File: config.mk
export PLATFORM = sky130hd
export DESIGN_NAME = buf_elastic_chain_flat
export DESIGN_NICKNAME = d
export VERILOG_FILES = /design/src/rtl/buf_pkg.sv /design/src/rtl/buf_elastic_chain_if.sv /design/src/rtl/buf_skid_stage.sv /design/src/rtl/buf_elastic_chain.sv /design/src/flat_wrapper.sv
export SDC_FILE = /design/constraint.sdc
export NUM_CORES = 1
export LEC_CHECK = 0
export ABC_AREA = 1
export CORE_AREA = 2 2 59 89
export CTS_CLUSTER_SIZE = 12
export DETAILED_ROUTE_END_ITERATION = 6
export DIE_AREA = 0 0 61 91
export PLACE_DENSITY = 0.68
export SLEW_MARGIN = 15
export SYNTH_ARGS = -nofsm -noshare
export SYNTH_HDL_FRONTEND = slang
export SYNTH_SLANG_ARGS = --single-unit
export TNS_END_PERCENT = 10
File: constraint.sdc
create_clock -name clk -period 1.6 [get_ports clk]
set_input_delay 0.4 -clock clk [delete_from_list [all_inputs] [get_ports clk]]
set_output_delay 0.4 -clock clk [all_outputs]
set_load 0.02 [all_outputs]
File: src/rtl/buf_pkg.sv
// Shared types and sizing helpers for the elastic buffer chain.
package buf_pkg;

  typedef enum logic [1:0] {
    EMPTY = 2'd0,
    HALF  = 2'd1,
    FULL  = 2'd2
  } stage_state_t;

  // Bits needed to count 0..2*depth stored words.
  function automatic int occ_width(input int depth);
    return $clog2(2 * depth + 1);
  endfunction

endpackage

File: src/rtl/buf_elastic_chain_if.sv
// Valid/ready word channel used on both sides of the elastic chain.
interface buf_elastic_chain_if #(
  parameter int WIDTH = 8
);
  logic [WIDTH-1:0] data;
  logic             valid;
  logic             ready;

  modport master (output data, output valid, input ready);
  modport slave  (input data, input valid, output ready);
endinterface

File: src/rtl/buf_skid_stage.sv
// One two-entry skid stage: main register drives downstream, skid register
// catches the word that arrives while downstream stalls.
module buf_skid_stage
  import buf_pkg::*;
#(
  parameter int WIDTH = 8
) (
  input  logic             clk,
  input  logic             rst_n,
  input  logic             flush,
  input  logic [WIDTH-1:0] up_data,
  input  logic             up_valid,
  output logic             up_ready,
  output logic [WIDTH-1:0] dn_data,
  output logic             dn_valid,
  input  logic             dn_ready
);

  stage_state_t     state_q, state_d;
  logic [WIDTH-1:0] main_q, skid_q;
  logic             up_ready_q, dn_valid_q;
  logic             up_acc, dn_acc;
  logic             load_main, load_skid, skid_to_main;

  assign up_acc = up_valid & up_ready_q;
  assign dn_acc = dn_valid_q & dn_ready;

  always_comb begin
    state_d      = state_q;
    load_main    = 1'b0;
    load_skid    = 1'b0;
    skid_to_main = 1'b0;
    case (state_q)
      EMPTY: begin
        if (up_acc) begin
          state_d   = HALF;
          load_main = 1'b1;
        end
      end
      HALF: begin
        if (up_acc && dn_acc) begin
          load_main = 1'b1;
        end else if (up_acc) begin
          state_d   = FULL;
          load_skid = 1'b1;
        end else if (dn_acc) begin
          state_d = EMPTY;
        end
      end
      FULL: begin
        // up_ready is low here, so only the downstream side can move.
        if (dn_acc) begin
          state_d      = HALF;
          skid_to_main = 1'b1;
        end
      end
      default: state_d = EMPTY;
    endcase
    if (flush) begin
      state_d      = EMPTY;
      load_main    = 1'b0;
      load_skid    = 1'b0;
      skid_to_main = 1'b0;
    end
  end

  // Control: handshake flags are registered copies of the next state.
  always_ff @(posedge clk or negedge rst_n) begin
    if (!rst_n) begin
      state_q    <= EMPTY;
      up_ready_q <= 1'b1;
      dn_valid_q <= 1'b0;
    end else begin
      state_q    <= state_d;
      up_ready_q <= (state_d != FULL);
      dn_valid_q <= (state_d != EMPTY);
    end
  end

  // Data: cleared on reset so the output is never X; held while idle.
  always_ff @(posedge clk or negedge rst_n) begin
    if (!rst_n) begin
      main_q <= '0;
      skid_q <= '0;
    end else begin
      if (load_main) begin
        main_q <= up_data;
      end else if (skid_to_main) begin
        main_q <= skid_q;
      end
      if (load_skid) begin
        skid_q <= up_data;
      end
    end
  end

  assign up_ready = up_ready_q;
  assign dn_valid = dn_valid_q;
  assign dn_data  = main_q;

endmodule

File: src/rtl/buf_elastic_chain.sv
// Elastic chain of DEPTH skid stages with a per-bit inversion mask applied
// once at the input and a saturating word-occupancy counter.
module buf_elastic_chain
  import buf_pkg::*;
#(
  parameter int               WIDTH    = 8,
  parameter int               DEPTH    = 2,
  parameter logic [WIDTH-1:0] INV_MASK = '0
) (
  input  logic                         clk,
  input  logic                         rst_n,
  input  logic                         flush,
  buf_elastic_chain_if.slave           in_bus,
  buf_elastic_chain_if.master          out_bus,
  output logic [occ_width(DEPTH)-1:0]  occupancy
);

  localparam int               OCC_W   = occ_width(DEPTH);
  localparam logic [OCC_W-1:0] MAX_OCC = OCC_W'(2 * DEPTH);

  logic [DEPTH:0][WIDTH-1:0] data_p;
  logic [DEPTH:0]            vld_p;
  logic [DEPTH:0]            rdy_p;
  logic                      in_acc, out_acc;

  assign data_p[0]     = in_bus.data ^ INV_MASK;
  assign vld_p[0]      = in_bus.valid;
  assign in_bus.ready  = rdy_p[0];
  assign out_bus.data  = data_p[DEPTH];
  assign out_bus.valid = vld_p[DEPTH];
  assign rdy_p[DEPTH]  = out_bus.ready;

  for (genvar g = 0; g < DEPTH; g++) begin : g_stage
    buf_skid_stage #(
      .WIDTH (WIDTH)
    ) u_stage (
      .clk      (clk),
      .rst_n    (rst_n),
      .flush    (flush),
      .up_data  (data_p[g]),
      .up_valid (vld_p[g]),
      .up_ready (rdy_p[g]),
      .dn_data  (data_p[g+1]),
      .dn_valid (vld_p[g+1]),
      .dn_ready (rdy_p[g+1])
    );
  end

  // A flushed cycle moves no words, so neither side counts as accepted.
  assign in_acc  = in_bus.valid & rdy_p[0] & ~flush;
  assign out_acc = vld_p[DEPTH] & out_bus.ready & ~flush;

  function automatic logic [OCC_W-1:0] occ_sat(input logic [OCC_W-1:0] cur,
                                               input logic             inc,
                                               input logic             dec);
    logic [OCC_W-1:0] nxt;
    nxt = cur;
    if (inc && !dec && cur != MAX_OCC) begin
      nxt = cur + 1'b1;
    end else if (dec && !inc && cur != '0) begin
      nxt = cur - 1'b1;
    end
    return nxt;
  endfunction

  always_ff @(posedge clk or negedge rst_n) begin
    if (!rst_n) begin
      occupancy <= '0;
    end else if (flush) begin
      occupancy <= '0;
    end else begin
      occupancy <= occ_sat(occupancy, in_acc, out_acc);
    end
  end

endmodule

File: src/flat_wrapper.sv
// flat-port wrapper written by rule: the top's interface ports become plain ports
module buf_elastic_chain_flat import buf_pkg::*;
#(
  parameter int               WIDTH    = 8,
  parameter int               DEPTH    = 2,
  parameter logic [WIDTH-1:0] INV_MASK = '0
)
  (clk, rst_n, flush, occupancy, in_bus_data, in_bus_valid, in_bus_ready, out_bus_data, out_bus_valid, out_bus_ready);
  buf_elastic_chain_if #(.WIDTH(WIDTH)) in_bus_i ();
  buf_elastic_chain_if #(.WIDTH(WIDTH)) out_bus_i ();
  input  logic clk;
  input  logic rst_n;
  input  logic flush;
  output logic [occ_width(DEPTH)-1:0] occupancy;
  input wire logic [$bits(in_bus_i.data)-1:0] in_bus_data;
  input wire logic [$bits(in_bus_i.valid)-1:0] in_bus_valid;
  output wire logic [$bits(in_bus_i.ready)-1:0] in_bus_ready;
  output wire logic [$bits(out_bus_i.data)-1:0] out_bus_data;
  output wire logic [$bits(out_bus_i.valid)-1:0] out_bus_valid;
  input wire logic [$bits(out_bus_i.ready)-1:0] out_bus_ready;
  assign in_bus_i.data = in_bus_data;
  assign in_bus_i.valid = in_bus_valid;
  assign in_bus_ready = in_bus_i.ready;
  assign out_bus_data = out_bus_i.data;
  assign out_bus_valid = out_bus_i.valid;
  assign out_bus_i.ready = out_bus_ready;
  buf_elastic_chain #(.WIDTH(WIDTH), .DEPTH(DEPTH), .INV_MASK(INV_MASK)) u_core (.clk(clk), .rst_n(rst_n), .flush(flush), .in_bus(in_bus_i), .out_bus(out_bus_i), .occupancy(occupancy));
endmodule
==> qor.txt, run 1 <==
Outcome: finished, final reports clean
Final non-filler cell total: 354
Leakage: 1.365 nW
Core area: 4771 µm²
Min cycle time layout: 1568 ps
Final design area excluding fillers: 2611 µm²
Worst-margin pin slew: 242.2 ps
Seq/Total Area, Yosys: 0.5146
Drt first pass iters: 4
Setup violators final: 0
Die area: 5551 µm²
Vias in the first global route: 1531
Hold buffer count at CTS: 0
VDD IR-drop max: 612.3 µV
Die Ht: 91 µm
Clock Skews: 7.192 ps
First-pass GRT wire length: 6624 µm
Share of cells above drive strength 1: 0.1979
Mapped Area: 2096 µm²
Post-route DRC: 0
Hold Vio Cnt, Final: 0
Sink Count: 43
Gpl congestion: 0.7180
N_diodes: 0
Slew Viols, Final: 0
Buffers on Ports: 25
Util after Layout: 0.5473
Synth warn: 0
Pin count of the biggest net entering global routing: 44
Crit-path max cell delay: 570 ps
Worst Path Max Fanout: 2
Final worst slack: 31.71 ps
Post-Syn Nets: 266
Number of cells on the critical path: 1
Max Cap Violations: 0
Startpoint Class: flop
Initial Util: 0.4393
CP cell instances: clkdlybuf4s15_1
WP data required: 1200 ps
Fin nets: 301
TritonCTS clock tree: yes
Worst skew pair latency: 300 ps
Filler cells: 465
Avg Cell Area, Syn: 8.317 µm²
Crit Path Class: flop to output port
GRT Util Overall: 0.1550
WP data arrival: 1170 ps
Root buffer cell: clkbuf_8
RSZ-0062 raised after global routing: yes
Cells after Synth: 252
Fmax: 0.6376 GHz
Vias per Instance: 4.489
Max Buffers Root-to-Sink: 2
Total Wirelength: 3562 µm
Via count: 1589
Crit path max-delay family: flip-flops
Post-DP Area: 2525 µm²
Place WS: -357.3 ps
Iter 0 DRT Violations: 61
Ports: 26
Final ANT Viol Nets: 0
Synth Register Bits: 43
Pwr Density: 1386 nW/µm²
Horiz. Die Dim: 61 µm
Detailed-route wire length per cell: 10.06 µm
Netlist cell types: 27
Core Rows: 31
Htree depth: 2
Setup repair bufs after CTS: 0
Worst hold path type: primary input to async pin
Final worst path period share: 0.9802
Synthesis-to-finish area growth: 24.60%
Slew HR: 0.8384
Dpl hpwl: 2553 µm
CTS buffer count: 5
Cells on worst reg2reg path: 11
Placed cell count: 346
Crit path buf inv count: 1
CP endpoint kind: output port
Initial antenna violation count: 0
Worst-path clk slew: 80 ps
Slowest-stage cell, CP: dfstp_2
Grt total ovfl: 0
logic make-up after synthesis:
group,synth area share
buffers and inverters,0.1069
AOI/OAI and AO/OA,0.07940
xor gates and xnor gates,0.004180
adders and majority gates,0.009553
and+or+nand+nor,0.2854
DFF,0.5146
final timing paths:
path | endpoint | slack [ps] | startpoint
max | in_bus_ready | 30 | u_core.g_stage[0].u_stage.up_ready
min | u_core.occupancy[0] | 60 | rst_n
max reg2reg | u_core.occupancy[2] | 50 | u_core.occupancy[1]
min reg2reg | u_core.g_stage[1].u_stage.dn_data[0] | 480 | u_core.g_stage[1].u_stage.dn_data[0]
max in group asynchronous | u_core.g_stage[1].u_stage.up_ready | 1290 | rst_n
min in group clk | u_core.g_stage[1].u_stage.dn_data[0] | 480 | u_core.g_stage[1].u_stage.dn_data[0]
layout make-up:
type / instances / area, µm² / share of cell area
clock inverter: 3 / 23.77 / 0.009104
tap: 66 / 82.58 / 0.03162
inverter: 35 / 136.4 / 0.05223
timing repair buffer: 39 / 389.1 / 0.1490
clock buffer: 5 / 68.82 / 0.02635
multi-input combinational: 163 / 828.3 / 0.3172
sequential: 43 / 1082 / 0.4145
worst reg2reg max path: stages, from the launching register on:
cell	delay, ps
dfrtp_2	420
inv_2	70
nand3_2	90
nand3_2	90
inv_2	40
fa_2	340
xnor2_2	150
inv_1	50
nand2_1	60
nand2_1	50
nand2_1	60
nand2_1	40
layer usage:
metal / global-route usage / part of all wire
met1: 0.2037 / 0.46
met2: 0.2384 / 0.49
met3: 0.03846 / 0.026
met4: 0.06522 / 0.021
met5: 0 / 0
cell usage after synthesis, drive strengths merged:
master / instances / area share
nand2: 97 / 0.18
dfrtp: 41 / 0.49
inv: 35 / 0.065
o21ai: 27 / 0.077
nand3: 19 / 0.054
buf: 11 / 0.042
nor2: 11 / 0.024
nand4: 4 / 0.019
dfstp: 2 / 0.025
a21oi: 1 / 0.0024
fa: 1 / 0.0096
nand3b: 1 / 0.0036
nor3: 1 / 0.0024
xnor2: 1 / 0.0042
layout by cell type (no fill, tap or decap), types with 5 or more instances in the layout:
cell type / count
buf_4: 10
nand3_1: 15
inv_1: 29
nand2_1: 91
o21ai_2: 7
clkbuf_8: 5
dlygate4sd2_1: 13
dfrtp_1: 38
nor2_1: 8
clkdlybuf4s50_1: 8
o21ai_0: 7
o21ai_1: 13
flip-flops by register name (all words and copies together), names as in the netlist:
name                             cells
u_core.g_stage.u_stage.dn_data      16
u_core.g_stage.u_stage.state_q       4
u_core.g_stage.u_stage.skid_q       16
u_core.g_stage.u_stage.dn_valid      2
u_core.occupancy                     3
u_core.g_stage.u_stage.up_ready      2
repair_timing:
action                                  4_1_cts  5_1_grt
resized for setup                            15        4
gates cloned                                  0        0
pin swaps                                     1        2
endpoints found under the setup margin       14        2
stage by stage:
stage	hold WS [ps]	power (mW)	setup TNS, ps
detailed placement	393.6	3.034	-5997
global placement	392.7	2.997	-5557
floorplan	104.4	2.655	-77.21
global route	70.25	3.940	-65.58
CTS	67.43	3.661	-5.577
finish	59.46	3.619	0
where the power goes:
group / switching (mW) / internal [mW] / total [mW]
combinational: 0.681 / 0.535 / 1.22
clock: 0.394 / 0.312 / 0.706
sequential: 0.236 / 1.46 / 1.70
Note: power is estimated with default switching activity, not from simulation.
==> inputs of run 2 (changes only) <==
Settings changed: CAP_MARGIN from default to 10, SKIP_CTS_REPAIR_TIMING from default to 1.
==> run 2 against run 1 <==
Compared with the run above: the run now ends with negative setup slack left; largest power group unchanged; critical path depth increased by 10; maximum frequency decreased by 2.1%; clock power about the same; die area unchanged; combinational power increased by 4%; cell area increased by 1.6%; final cell count unchanged; register-to-register slack about the same; via count decreased by 0.13%; sequential share of layout area decreased by 0.65 points.
==> qor.txt, run 2 (synthesis gave the netlist of run 1 again) <==
Outcome: finished with violations
Failing checks: negative setup slack
Most common cell after layout, fill and taps aside: nand2_1
Post-route DRC: 0 (unchanged)
Worst Path Max Fanout: 2 (unchanged)
Fmax: 0.6243 GHz (-2.1%)
Htree depth: 2 (unchanged)
Final design area excluding fillers: 2653 µm² (+1.6%)
FF-to-FF End: u_core.occupancy[2]
WP data required: 1790 ps (+590 ps)
GRT Util Overall: 0.1550 (unchanged)
Total Wirelength: 3591 µm (+0.81%)
Clock Skews: 7.369 ps (+0.1763 ps)
Ports: 26 (unchanged)
Core area: 4771 µm² (unchanged)
Leakage: 1.494 nW (+9.5%)
Max Buffers Root-to-Sink: 2 (unchanged)
Horiz. Die Dim: 61 µm (unchanged)
Placed cell count: 346 (unchanged)
VDD IR-drop max: 614.2 µV (+0.31%)
Worst-margin pin slew: 242.2 ps (+0.001907 ps)
Fin nets: 301 (unchanged)
Setup violators final: 1 (+1)
CP endpoint kind: flop
Gpl congestion: 0.7180 (unchanged)
Sink Count: 43 (unchanged)
Hold Vio Cnt, Final: 0 (unchanged)
Post-DP Area: 2525 µm² (unchanged)
Core Rows: 31 (unchanged)
Initial antenna violation count: 0 (unchanged)
Final worst path period share: 1.001 (+0.02102)
Filler cells: 458 (-1.5%)
Vias in the first global route: 1534 (+0.20%)
Final worst slack: -1.920 ps (-33.63 ps)
Crit Path Class: primary input to flop
Grt total ovfl: 0 (unchanged)
Worst hold path type: primary input to async pin
First-pass GRT wire length: 6624 µm (unchanged)
Final ANT Viol Nets: 0 (unchanged)
Pin count of the biggest net entering global routing: 44 (unchanged)
N_diodes: 0 (unchanged)
Via count: 1587 (-0.13%)
Share of cells above drive strength 1: 0.1979 (unchanged)
Min cycle time layout: 1602 ps (+33.63 ps)
Final non-filler cell total: 354 (unchanged)
Worst skew pair latency: 300 ps (about the same)
Most frequent cells in the layout: nand2_1 (91), dfrtp_1 (38), inv_1 (29)
Die Ht: 91 µm (unchanged)
Cells on worst reg2reg path: 11 (unchanged)
TritonCTS clock tree: yes
Initial Util: 0.4393 (unchanged)
Detailed-route wire length per cell: 10.14 µm (+0.81%)
R2R setup slack: 50 ps (about the same)
WP data arrival: 1790 ps (+620 ps)
Drt first pass iters: 4 (unchanged)
Startpoint Class: primary input
Iter 0 DRT Violations: 67 (+9.8%)
Synthesis-to-finish area growth: 26.57%
Pwr Density: 1386 nW/µm² (about the same)
Root buffer cell: clkbuf_8
Max Cap Violations: 0 (unchanged)
CTS buffer count: 5 (unchanged)
Worst reg2reg startpoint: u_core.occupancy[0]
Dpl hpwl: 2553 µm (unchanged)
Worst-path clk slew: 80 ps (about the same)
Buffers on Ports: 25 (unchanged)
Vias per Instance: 4.483 (-0.13%)
Die area: 5551 µm² (unchanged)
Slew HR: 0.8384 (about the same)
RSZ-0062 raised after global routing: yes
Slew Viols, Final: 0 (unchanged)
## run 2: cell count changes in the layout (fill, tap and decap cells not counted), sizes merged
cell / previous run / this run
dlymetal6s2s: 2 / 14
dlygate4sd2: 13 / 0
clkdlybuf4s50: 8 / 10
clkdlybuf4s15: 1 / 0
## run 2: layout make-up
cell class | instances | area (µm²) | share of cell area
Timing Repair Buffer | 39 | 435.4 | 0.1642
Tap cell | 66 | 82.58 | 0.03113
Multi-Input combinational cell | 163 | 823.3 | 0.3104
Sequential cell | 43 | 1082 | 0.4080
Clock inverter | 3 | 23.77 | 0.008962
Inverter | 35 | 136.4 | 0.05142
Clock buffer | 5 | 68.82 | 0.02594
## run 2: per-layer routing
layer  global-route usage  vias to the layer above  part of all wire
met4              0.06522                        0             0.021
met2               0.2384                       17              0.49
met1               0.2037                      714              0.46
met3              0.03846                        5             0.028
met5                    0                        -                 0
li1                     -                      851                 -
## run 2: worst max-delay path by stage
stage / from / to / slack (ps) / depth (start not counted)
floorplan: u_core.occupancy[0] / u_core.occupancy[2] / -40 / 11
global placement: out_bus_ready / u_core.occupancy[2] / -330 / 11
finish: out_bus_ready / u_core.occupancy[2] / -2 / 11
global route: out_bus_ready / u_core.occupancy[2] / -90 / 11
CTS: u_core.g_stage[0].u_stage.up_ready / in_bus_ready / -280 / 1
detailed placement: in_bus_valid / u_core.occupancy[2] / -360 / 12
## run 2: through the flow
step	TNS (ps)	worst slack [ps]	hold WS, ps	total power, mW	util
detailed placement	-5997	-357.3	393.6	3.034	0.5292
floorplan	-77.21	-43.81	104.4	2.655	-
finish	-1.920	-1.920	59.53	3.677	0.5560
CTS	-1288	-284.0	67.43	3.749	0.5486
global placement	-5557	-329.4	392.7	2.997	0.5292
global route	-142.8	-86.38	70.25	3.995	0.5560
## run 2: worst max-delay path, stage by stage
cell             delay (ps)
clkdlybuf4s50_1         470
nand2_2                  60
nand3_2                  80
inv_2                    40
fa_2                    340
xnor2_2                 140
inv_1                    50
nand2_1                  60
nand2_1                  50
nand2_1                  60
nand2_1                  40
## run 2: report_power, final
group	total (mW)	switching [mW]	internal, mW
registers	1.70	0.235	1.46
clock network	0.706	0.394	0.312
logic	1.27	0.682	0.593
